--- config.mk ---
export PLATFORM = sky130hd
export DESIGN_NAME = mips_imem_fetch_ctrl
export DESIGN_NICKNAME = d
export VERILOG_FILES = /design/src/rtl/mips_imem_pkg.sv /design/src/rtl/mips_imem_rr_arb.sv /design/src/rtl/mips_imem_fetch_ctrl.sv
export SDC_FILE = /design/constraint.sdc
export NUM_CORES = 1
export LEC_CHECK = 0
export BUFFER_PORTS_ARGS = -buffer_cell sky130_fd_sc_hd__buf_2
export CORE_MARGIN = 2
export CORE_UTILIZATION = 52
export CTS_BUF_LIST = sky130_fd_sc_hd__clkbuf_4 sky130_fd_sc_hd__clkbuf_8
export DETAILED_ROUTE_END_ITERATION = 8
export GPL_ROUTABILITY_DRIVEN = 1
export PLACE_DENSITY = 0.86
export REMOVE_ABC_BUFFERS = 1
export SETUP_SLACK_MARGIN = 0.15
export SYNTH_ARGS = -nofsm -noshare
export SYNTH_HDL_FRONTEND = slang
export SYNTH_SLANG_ARGS = --single-unit
--- constraint.sdc ---
create_clock -name clk -period 2.4 [get_ports clk]
set_input_delay 0.36 -clock clk [delete_from_list [all_inputs] [get_ports clk]]
set_output_delay 0.36 -clock clk [all_outputs]
set_load 0.01 [all_outputs]
--- src/rtl/mips_imem_pkg.sv ---
// Shared types and constants for the instruction-memory fetch controller.
package mips_imem_pkg;

  typedef enum logic [2:0] {
    S_IDLE  = 3'd0,
    S_RD0   = 3'd1,
    S_RD1   = 3'd2,
    S_RD2   = 3'd3,
    S_RD3   = 3'd4,
    S_LAST  = 3'd5,
    S_DONE  = 3'd6,
    S_WRITE = 3'd7
  } state_e;

  localparam int unsigned BYTES_PER_WORD = 4;
  localparam int unsigned LO_BYTES_W     = 8 * (BYTES_PER_WORD - 1);
  localparam logic [31:0] NOP_INSTR      = 32'h0000_0000;

  localparam int unsigned NUM_REQ   = 2;
  localparam int unsigned GNT_FETCH = 0;
  localparam int unsigned GNT_LOAD  = 1;

  // A fetch is rejected when it is not word aligned or lies beyond the memory.
  function automatic logic fetch_bad(input logic [31:0] pc, input int unsigned mem_bytes);
    return (pc[1:0] != 2'b00) || (pc >= 32'(mem_bytes));
  endfunction

endpackage

--- src/rtl/mips_imem_rr_arb.sv ---
// Two-way round-robin arbiter between the fetch and loader requesters.
module mips_imem_rr_arb
  import mips_imem_pkg::*;
(
  input  logic [NUM_REQ-1:0] req,
  input  logic               enable,
  input  logic               last_grant,
  output logic [NUM_REQ-1:0] grant
);

  // Lone requester wins; on a conflict the one not served last wins.
  always_comb begin
    grant = '0;
    if (enable) begin
      if (req[GNT_FETCH] && req[GNT_LOAD]) begin
        if (last_grant == 1'(GNT_LOAD)) grant[GNT_FETCH] = 1'b1;
        else                            grant[GNT_LOAD]  = 1'b1;
      end else begin
        grant = req;
      end
    end
  end

endmodule

--- src/rtl/mips_imem_fetch_ctrl.sv ---
// Shares a byte-wide synchronous instruction RAM between CPU fetch and boot loader.
module mips_imem_fetch_ctrl
  import mips_imem_pkg::*;
#(
  parameter int unsigned MEM_BYTES = 128,
  parameter int unsigned ADDR_W    = 7
) (
  input  logic              clk,
  input  logic              rst_n,
  input  logic              fetch_req,
  input  logic [31:0]       fetch_pc,
  output logic              fetch_ack,
  output logic              instr_valid,
  output logic [31:0]       instruction,
  output logic              fetch_err,
  input  logic              load_req,
  input  logic [ADDR_W-1:0] load_addr,
  input  logic [7:0]        load_data,
  output logic              load_ack,
  output logic              busy,
  output logic              mem_en,
  output logic              mem_we,
  output logic [ADDR_W-1:0] mem_addr,
  output logic [7:0]        mem_wdata,
  input  logic [7:0]        mem_rdata
);

  state_e                  state;
  logic                    last_grant;
  logic [NUM_REQ-1:0]      req;
  logic [NUM_REQ-1:0]      grant;
  logic                    arb_en;
  logic [ADDR_W-1:0]       addr_q;
  logic [7:0]              wdata_q;
  logic                    en_q;
  logic                    we_q;
  logic [LO_BYTES_W-1:0]   lo_bytes;

  // Request vector in grant-ID order.
  always_comb begin
    req            = '0;
    req[GNT_FETCH] = fetch_req;
    req[GNT_LOAD]  = load_req;
  end

  assign arb_en = (state == S_IDLE) && rst_n;

  mips_imem_rr_arb u_arb (
    .req        (req),
    .enable     (arb_en),
    .last_grant (last_grant),
    .grant      (grant)
  );

  assign fetch_ack = grant[GNT_FETCH];
  assign load_ack  = grant[GNT_LOAD];
  assign busy      = (state != S_IDLE);

  // Reset kills any access in flight during the reset cycle itself.
  assign mem_en    = en_q & rst_n;
  assign mem_we    = we_q & mem_en;
  assign mem_addr  = mem_en ? addr_q  : '0;
  assign mem_wdata = mem_en ? wdata_q : '0;

  // Sequencer: arbitration in IDLE, four byte reads for a fetch, one write for a load.
  always_ff @(posedge clk) begin
    if (!rst_n) begin
      state       <= S_IDLE;
      last_grant  <= 1'(GNT_FETCH);
      addr_q      <= '0;
      wdata_q     <= '0;
      en_q        <= 1'b0;
      we_q        <= 1'b0;
      lo_bytes    <= '0;
      instr_valid <= 1'b0;
      fetch_err   <= 1'b0;
      instruction <= NOP_INSTR;
    end else begin
      case (state)
        S_IDLE: begin
          if (grant[GNT_LOAD]) begin
            last_grant <= 1'(GNT_LOAD);
            addr_q     <= load_addr;
            wdata_q    <= load_data;
            en_q       <= 1'b1;
            we_q       <= 1'b1;
            state      <= S_WRITE;
          end else if (grant[GNT_FETCH]) begin
            last_grant <= 1'(GNT_FETCH);
            if (fetch_bad(fetch_pc, MEM_BYTES)) begin
              instr_valid <= 1'b1;
              fetch_err   <= 1'b1;
              instruction <= NOP_INSTR;
              state       <= S_DONE;
            end else begin
              addr_q <= fetch_pc[ADDR_W-1:0];
              en_q   <= 1'b1;
              state  <= S_RD0;
            end
          end
        end
        S_RD0: begin
          addr_q <= addr_q + ADDR_W'(1);
          state  <= S_RD1;
        end
        S_RD1: begin
          lo_bytes[7:0] <= mem_rdata;
          addr_q        <= addr_q + ADDR_W'(1);
          state         <= S_RD2;
        end
        S_RD2: begin
          lo_bytes[15:8] <= mem_rdata;
          addr_q         <= addr_q + ADDR_W'(1);
          state          <= S_RD3;
        end
        S_RD3: begin
          lo_bytes[23:16] <= mem_rdata;
          addr_q          <= '0;
          en_q            <= 1'b0;
          state           <= S_LAST;
        end
        S_LAST: begin
          instruction <= {mem_rdata, lo_bytes};
          instr_valid <= 1'b1;
          fetch_err   <= 1'b0;
          state       <= S_DONE;
        end
        S_DONE: begin
          instr_valid <= 1'b0;
          state       <= S_IDLE;
        end
        S_WRITE: begin
          addr_q  <= '0;
          wdata_q <= '0;
          en_q    <= 1'b0;
          we_q    <= 1'b0;
          state   <= S_IDLE;
        end
        default: state <= S_IDLE;
      endcase
    end
  end

endmodule

* Yosys cells after proc, flatten, opt, wreduce, memory -nomap -nowiden
Cells that the tools add are included.
** Storage, ports and cells
- Memories kept :: 0
- Bits in read-only memories :: 0
- Bits in latches :: 0
- Flip-flop bits (word level) :: 79
- RAM bits :: 0
- Input port bits :: 59
- Output and inout bits :: 54
** Cells by class
- Add/sub/neg operators :: 1
- Multiplexer cells :: 33
- Eq/ne operators :: 13
- Multipliers :: 0
- Shift-type cells :: 0
- Reduce and logical (&&, ||, !) cells :: 21
- Div/mod/pow operators :: 0
- Bitwise logic cells :: 2
- Order comparisons :: 1
** Operators with widths (number)
- 2-to-1 mux 32 bit :: 3
- case mux 32 bit (2 select lines) :: 1
- greater-or-equal comparator 32 x 8 -> 1 bit, second input constant :: 1
- 2-to-1 mux 7 bit :: 4
- case mux 3 bit (7 select lines) :: 1
- case mux 7 bit (3 select lines) :: 1
- 2-to-1 mux 8 bit :: 2
- case mux 8 bit (2 select lines) :: 1
- == test 3 bit, second input constant :: 4
- 2-to-1 mux 1 bit :: 11
- nonzero test 2 bit :: 5
- 2-to-1 mux 3 bit :: 3
- nonzero test 3 bit :: 3
- AND reduction 4 bit :: 2
- adder 7 x 1 -> 7 bit, second input constant :: 1
- == test 3 x 2 -> 1 bit, second input constant :: 2
- != test 2 bit, second input constant :: 3
- != test 3 bit, second input constant :: 2
- case mux 1 bit (2 select lines) :: 3
- AND reduction 3 bit :: 2
- 2-to-1 mux 2 bit :: 2
- AND reduction 2 bit :: 2
- OR reduction 2 bit :: 2
- == test 3 x 1 -> 1 bit, second input constant :: 1
- other kinds (7) :: 9

* Logic depth before layout (Yosys ltp)
Gate-level depths: netlist of run 1.
- Depth in word-level cells :: 6
- Gate-level depth with buffers :: 8

* Modules after synthesis
A second synthesis of run 1 with hierarchy kept.
** Second synthesis, totals
- Cells, all modules :: 365
- Area, all modules :: 3293.2 um^2
** Modules (own cells, without submodules)
- mips_imem_fetch_ctrl :: instances 1, cells each 360, area each 3271.9 um^2, sequential area each 1581.5 um^2
- mips_imem_rr_arb :: instances 1, cells each 5, area each 21.3 um^2, sequential area each 0.0 um^2

* Worst setup path after synthesis of run 1
No wires, ideal clock.
- Path type :: flip-flop to flip-flop
- Start :: reg state[0]
- End :: reg addr_q[3]
- Stages on the path, launching flop included :: 9
- Library setup time :: 0.117 ns
- Clock period less this slack :: 1.767 ns
- Data required time :: 2.283 ns
- Setup slack :: 0.633 ns
- Path buffers :: 2
- Arrival time :: 1.649 ns
- Path through :: dfxtp_1 > buf_4 > nor3_4 > nand4_2 > inv_2 > buf_6 > mux2i_1 > o32ai_1 > a32o_1
** On the way
- Longest elaborated chain between the ends :: 5
- Elaborated cells between the ends (all ways) :: 16
- Those cells by class :: eq/ne (7); mux (3); reduce/logical (6)
** RTL lines
- start, declared :: RTL line mips_imem_fetch_ctrl.sv:28 : state_e state;
- start signal, assigned :: RTL line mips_imem_fetch_ctrl.sv:68 : state <= S_IDLE;
- start signal, assigned :: RTL line mips_imem_fetch_ctrl.sv:87 : state <= S_WRITE;
- start signal, assigned :: RTL line mips_imem_fetch_ctrl.sv:94 : state <= S_DONE;
- zero test 3 bit :: RTL line mips_imem_fetch_ctrl.sv:46, mips_imem_fetch_ctrl.sv:79
- logical AND 1 bit :: RTL line mips_imem_fetch_ctrl.sv:46 : assign arb_en = (state == S_IDLE) && rst_n;
- 2-to-1 mux 2 bit :: RTL line mips_imem_rr_arb.sv:14 : if (enable) begin
- != test 3 bit (no line) or 2-to-1 mux 7 bit (tied branches)
- AND reduction 3 bit (no line) or case mux 7 bit (3 select lines) (tied branches)
- end signal, assigned :: RTL line mips_imem_fetch_ctrl.sv:83 : addr_q <= load_addr;
- end signal, assigned :: RTL line mips_imem_fetch_ctrl.sv:96 : addr_q <= fetch_pc[ADDR_W-1:0];
- end signal, assigned :: RTL line mips_imem_fetch_ctrl.sv:103 : addr_q <= addr_q + ADDR_W'(1);
- end, declared :: RTL line mips_imem_fetch_ctrl.sv:33 : logic [ADDR_W-1:0] addr_q;
Parallel ways exist; a longest one is shown, timed or not.
A chain may end at the register's enable or synchronous reset.

* Final worst setup path of run 1
- Start :: reg state[2]
- End :: out load_ack
** On the way
- Longest elaborated chain between the ends :: 3
** RTL lines
- zero test 3 bit :: RTL line mips_imem_fetch_ctrl.sv:46
- logical AND 1 bit :: RTL line mips_imem_fetch_ctrl.sv:46
- 2-to-1 mux 2 bit :: RTL line mips_imem_rr_arb.sv:14
- end, declared :: RTL line mips_imem_fetch_ctrl.sv:19 : output logic load_ack,
Every way passes these cells.

==> run summary, run 1 <==
CTS Hold Bufs -> 0
Final Wtd Congestion -> 0.869
Num CTS Buffers -> 9
Final Routed Wirelength -> 7.93 mm
Final Non-Filler Cells -> 547
total negative slack -> 0 ns
GR Overflow Total -> 0
CTS tree -> done
# DRC -> 0
# nets final -> 525
Pleak -> 1.89 nW
min Tclk post-route -> 2.13 ns
number of setup buffers added after CTS -> 0
PostCTS Resize Cnt -> 0
RSZ-0062 raised after global routing -> no
reg2reg start -> state[2]$_SDFFE_PN0P_
WHS Path Cells -> 3
Avg Inst Size Synth -> 9.28 µm²
Final Slew Violations -> 0
post-synthesis sequential area ratio -> 0.479
core region area -> 6240 µm²
Worst Setup SP -> state[2]$_SDFFE_PN0P_
commonest non-fill, non-tap cells in the layout -> 112 x buf_2, 79 x dfxtp_1, 55 x nand2_1
flops & latches, synth -> 79
Worst Hold End -> wdata_q[0]$_SDFFE_PN0P_
Fin. Hold Viols -> 0
first-pass detailed-route iteration total -> 4
pin count of the biggest net entering global routing -> 33
asr flop ratio synth -> 0
Area Overhead vs Synth -> 25.5%
Main synth FF type -> dfxtp_1
Yosys warning total -> 0
drt via density -> 5.53
global-route wire length before repair -> 13.4 mm
number of global-route vias before repair -> 2883
Routed Antenna Nets -> 0
Slew headroom -> 0.583
# port buffers -> 112
Max FO, Critical Path -> 15
CTS clk-pin slew, worst paths -> 0.08 ns
clk buf depth -> 2
die area -> 7010 µm²
fmax -> 470 MHz
Global Route Usage Sum -> 0.233
ratio of cells with drive above 1 in the final layout -> 0.334
critical path required time -> 2.04 ns
hpwl dp -> 5.63 mm
synthesized area -> 3300 µm²
share of Yosys cell area claimed by the top area cell type -> 0.479
drt wl/cell -> 14.5 µm
Min-Delay Path Class -> in2reg
Worst Tran Pin Value -> 0.619 ns
hold slack final -> 0.245 ns
vias -> 3023
# rows -> 29
min-delay src -> load_data[0]
final setup fails -> 0
reg2reg path depth -> 7
crit share post-route -> 0.887
I/O pin count -> 113
initial drt markers -> 111
area leader, netlist -> dfxtp_1
Crit Reg-Reg Endpoint -> addr_q[1]$_SDFFE_PN0P_
Skew-Pair Late Insertion Delay -> 0.35 ns
Crit Path Class -> reg2out
Diodes inserted -> 0
Worst EP arrival -> 1.77 ns
CTS Sinks -> 79
Placed Instances -> 530
Synth area leaders -> dfxtp_1 48%, a22o_1 8.5%, nand2_1 6.3%
initial antenna violation count -> 0
EDFF count, synth -> 0
Starting Density -> 0.529
die width -> 83.7 µm
pwr/cell area -> 971 nW/µm²
Clock Skew -> 0.00387 ns
IR Drop Worst-Case VDD -> 0.559 mV
clock root buffer -> clkbuf_8
number of H-tree levels -> 3
Max-Cap Viols -> 0
die extent in y -> 83.7 µm
CP Capture Type -> output port
status -> finished, final reports clean
Netlist cell types -> 53
commonest non-fill, non-tap cell in the layout -> buf_2
startpoint types -> flip-flop
Cells after Synth -> 356
r2r setup slk -> 0.39 ns
-- stage by stage --
step,power [W],util,cell area [µm²],setup WS [ns]
floorplan,0.00251,-,3170,0.242
global placement,0.00287,0.627,3910,0.428
detailed placement,0.00291,0.627,3910,0.378
CTS,0.00402,0.663,4140,0.225
global route,0.00426,0.664,4150,0.162
finish,0.00403,0.664,4150,0.271
-- cells in the mapped netlist, types with 5 or more instances --
library cell  instances
nor2_1               19
a21oi_1              29
mux2i_1              13
nand2_1              55
a22o_1               32
inv_1                 5
clkbuf_1             14
o21ai_0               6
nand3_1              13
dfxtp_1              79
and3_1               19
-- cell type report --
type	count	area, µm²
Fill cell	547	2090
Sequential cell	79	1580
Multi-Input combinational cell	245	1570
Timing Repair Buffer	122	648
Clock buffer	9	124
Clock inverter	7	101
Tap cell	77	96.3
Inverter	8	30.0
-- routing by layer --
| metal | routed length [µm] | vias up | track usage |
|---|---|---|---|
| li1 | - | 1502 | - |
| met1 | 3500 | 1398 | 0.291 |
| met2 | 3760 | 112 | 0.387 |
| met3 | 556 | 11 | 0.0692 |
| met4 | 109 | 0 | 0.0718 |
| met5 | 0 | - | 0 |
-- where the power goes --
group	switching, W	total (W)	leakage, nW	internal, W
registers	0.000165	0.00166	0.641	0.00150
logic	0.000733	0.00125	1.14	0.000516
clock network	0.000517	0.00111	0.107	0.000596
total	0.00141	0.00403	1.89	0.00261
-- cells by family after synthesis --
family	after synthesis	share of synthesized area
and+or+nand+nor	128	0.194
AOI/OAI and AO/OA	98	0.222
DFF	79	0.479
buffers and inverters	32	0.0481
muxes	14	0.0428
xor gates and xnor gates	4	0.0106
adders and majority gates	1	0.00379
-- worst max-delay path by stage --
stage                                        end  cells past startpoint
after floorplan           addr_q[2]$_SDFFE_PN0P_                      6
after global placement    addr_q[2]$_SDFFE_PN0P_                      6
after detailed placement  addr_q[1]$_SDFFE_PN0P_                      7
after CTS                               load_ack                      4
after global routing                    load_ack                      4
final                                   load_ack                      4
-- state kept, by name (all words and copies together) (netlist names) --
name	flops
state	3
addr_q	7
fetch_err	1
wdata_q	8
we_q	1
en_q	1
instruction	32
lo_bytes	24
last_grant	1
instr_valid	1
-- worst max-delay path: stages (launching register included) --
cell and delay (ns):
dfxtp_1 0.47, nor3_4 0.31, nand4_2 0.14, inv_2 0.29, buf_2 0.20
Note: power is estimated with default switching activity, not from simulation.
==> inputs of run 2 (changes only) <==
==> constraint.sdc (replaced) <==
create_clock -name clk -period 2.2 [get_ports clk]
set_input_delay 0.33 -clock clk [delete_from_list [all_inputs] [get_ports clk]]
set_output_delay 0.33 -clock clk [all_outputs]
set_load 0.01 [all_outputs]
==> run 2 against run 1 <==
Compared with the run above: first-iteration DRC count grew 21%; core utilization grew 0.34 points; total power grew 9.4%; highest routed layer unchanged; sequential share of layout area shrank 0.10 points.
==> run summary, run 2 (synthesis results as in run 1) <==
fmax -> 534 MHz
# port buffers -> 112 (unchanged)
final setup fails -> 0 (unchanged)
initial antenna violation count -> 0 (unchanged)
CTS tree -> done (unchanged)
pin count of the biggest net entering global routing -> 33 (unchanged)
family with the most delay on the worst path -> buffers and inverters (unchanged)
# DRC -> 0 (unchanged)
commonest non-fill, non-tap cells in the layout -> 112 x buf_2, 76 x dfxtp_1, 55 x nand2_1 (was 112 x buf_2, 79 x dfxtp_1, 55 x nand2_1)
Multi-input gate area -> 1570 µm² (unchanged)
Final Slew Violations -> 0 (unchanged)
number of global-route vias before repair -> 2946 (was 2883)
global-route wire length before repair -> 13.7 mm (was 13.4 mm)
core region area -> 6240 µm² (unchanged)
final setup margin -> 0.326 ns (was 0.271 ns)
Min-Delay Path Class -> in2reg (unchanged)
I/O pin count -> 113 (unchanged)
startpoint types -> flip-flop (unchanged)
Pleak -> 1.90 nW (was 1.89 nW)
Final Routed Wirelength -> 8.18 mm (was 7.93 mm)
Critical Path, Cell by Cell -> nor3_4 > nand4_2 > inv_4 > buf_4 > buf_2 (was nor3_4 > nand4_2 > inv_2 > buf_2)
Diodes inserted -> 0 (unchanged)
Final Wtd Congestion -> 0.855 (was 0.869)
commonest non-fill, non-tap cell in the layout -> buf_2 (unchanged)
Reg with most FFs -> instruction (unchanged)
pwr/cell area -> 1060 nW/µm² (was 971 nW/µm²)
hpwl dp -> 5.78 mm (was 5.63 mm)
Max FO, Critical Path -> 11 (was 15)
Global Route Usage Sum -> 0.240 (was 0.233)
CTS Hold Bufs -> 0 (unchanged)
ratio of cells with drive above 1 in the final layout -> 0.343 (was 0.334)
Starting Density -> 0.529 (unchanged)
RSZ-0062 raised after global routing -> no (unchanged)
die area -> 7010 µm² (unchanged)
vias -> 3072 (was 3023)
clock root buffer -> clkbuf_8 (unchanged)
CP bufs+invs -> 3 (was 2)
drt via density -> 5.60 (was 5.53)
Fin. Hold Viols -> 0 (unchanged)
# nets final -> 527 (was 525)
number of H-tree levels -> 3 (unchanged)
Tot Pwr -> 0.00441 W (was 0.00403 W)
Crit Path Class -> reg2out (unchanged)
crit share post-route -> 0.852
Worst Tran Pin Value -> 0.635 ns (was 0.619 ns)
Routed Antenna Nets -> 0 (unchanged)
Worst path slowest cell -> dfxtp_2 (was dfxtp_1)
Num CTS Buffers -> 9 (unchanged)
biggest registers after layout -> instruction: 32 flops, lo_bytes: 24 flops, wdata_q: 8 flops (unchanged)
CP Capture Type -> output port (unchanged)
status -> finished, final reports clean (unchanged)
CTS Sinks -> 79 (unchanged)
Worst EP arrival -> 1.54 ns (was 1.77 ns)
initial drt markers -> 134 (was 111)
Largest register FFs -> 32 (unchanged)
Skew-Pair Late Insertion Delay -> 0.35 ns (about the same)
# rows -> 29 (unchanged)
Fillers -> 526 (was 547)
die width -> 83.7 µm (unchanged)
critical path required time -> 1.87 ns (was 2.04 ns)
clk buf depth -> 2 (unchanged)
drt wl/cell -> 14.9 µm (was 14.5 µm)
DP Worst Slack -> 0.211 ns (was 0.378 ns)
Clock Skew -> 0.00768 ns (was 0.00387 ns)
GR Overflow Total -> 0 (unchanged)
first-pass detailed-route iteration total -> 4 (unchanged)
Slew headroom -> 0.572 (was 0.583)
min Tclk post-route -> 1.87 ns
FF/Latch Area -> 1590 µm² (was 1580 µm²)
CTS clk-pin slew, worst paths -> 0.08 ns (about the same)
die extent in y -> 83.7 µm (unchanged)
Max-Cap Viols -> 0 (unchanged)
Area Overhead vs Synth -> 26.2% (was 25.5%)
total negative slack -> 0 ns (unchanged)
IR Drop Worst-Case VDD -> 0.749 mV (was 0.559 mV)
CP max stage delay -> 0.40 ns (was 0.47 ns)
## run 2: changes by cell type in the layout (fill, tap and decap cells not counted), sizes merged
cell / before / now
buf: 122 / 124
clkbuf: 9 / 10
clkinv: 0 / 2
clkinvlp: 2 / 1
inv: 11 / 9
## run 2: per-stage QoR
step	instance area (µm²)	utilization	hold slack (ns)	std cells
4_1_cts	4160	0.667	0.205	549
6_report	4170	0.668	0.212	549
3_5_place_dp	3930	0.630	0.448	532
3_3_place_gp	3930	0.630	0.442	532
5_1_grt	4170	0.668	0.212	549
2_1_floorplan	3170	-	0.436	332
## run 2: repair_timing
item | 4_1_cts | 5_1_grt
gates resized for setup | 1 | 3
setup endpoints to repair | 1 | 4
setup buffers | 1 | 0
hold endpoints to repair | 0 | 0
## run 2: area by class of cell
cell class | instances | share of cell area
multi-input combinational | 245 | 0.376
timing repair buffer | 124 | 0.159
clock inverter | 6 | 0.0225
inverter | 8 | 0.00781
tap | 77 | 0.0231
clock buffer | 10 | 0.0315
sequential | 79 | 0.380
## run 2: path summary, 6_finish.rpt
path,from,to,slack [ns],cells after the start
worst max register to register,state[1]$_SDFFE_PN0P_,addr_q[2]$_SDFFE_PN0P_,0.37,7
worst min-delay path,load_data[3],wdata_q[3]$_SDFFE_PN0P_,0.21,3
worst min register to register,lo_bytes[18]$_SDFFE_PN0P_,lo_bytes[18]$_SDFFE_PN0P_,0.46,2
worst max-delay path,state[1]$_SDFFE_PN0P_,load_ack,0.33,5
## run 2: worst min-delay path: stages
cell and delay, ns:
buf_2 0.09, nand2_1 0.05, a21oi_1 0.05
## run 2: per-layer routing
metal,track usage,share of wire,vias to the layer above
met5,0,0,-
met4,0.0704,0.012,0
met3,0.0682,0.064,14
met2,0.413,0.49,111
met1,0.292,0.43,1443
li1,-,-,1504
## run 2: power by group
part / switching [W] / internal, W
logic: 0.000781 / 0.000569
clock network: 0.000536 / 0.000659
registers: 0.000218 / 0.00164
total: 0.00154 / 0.00287
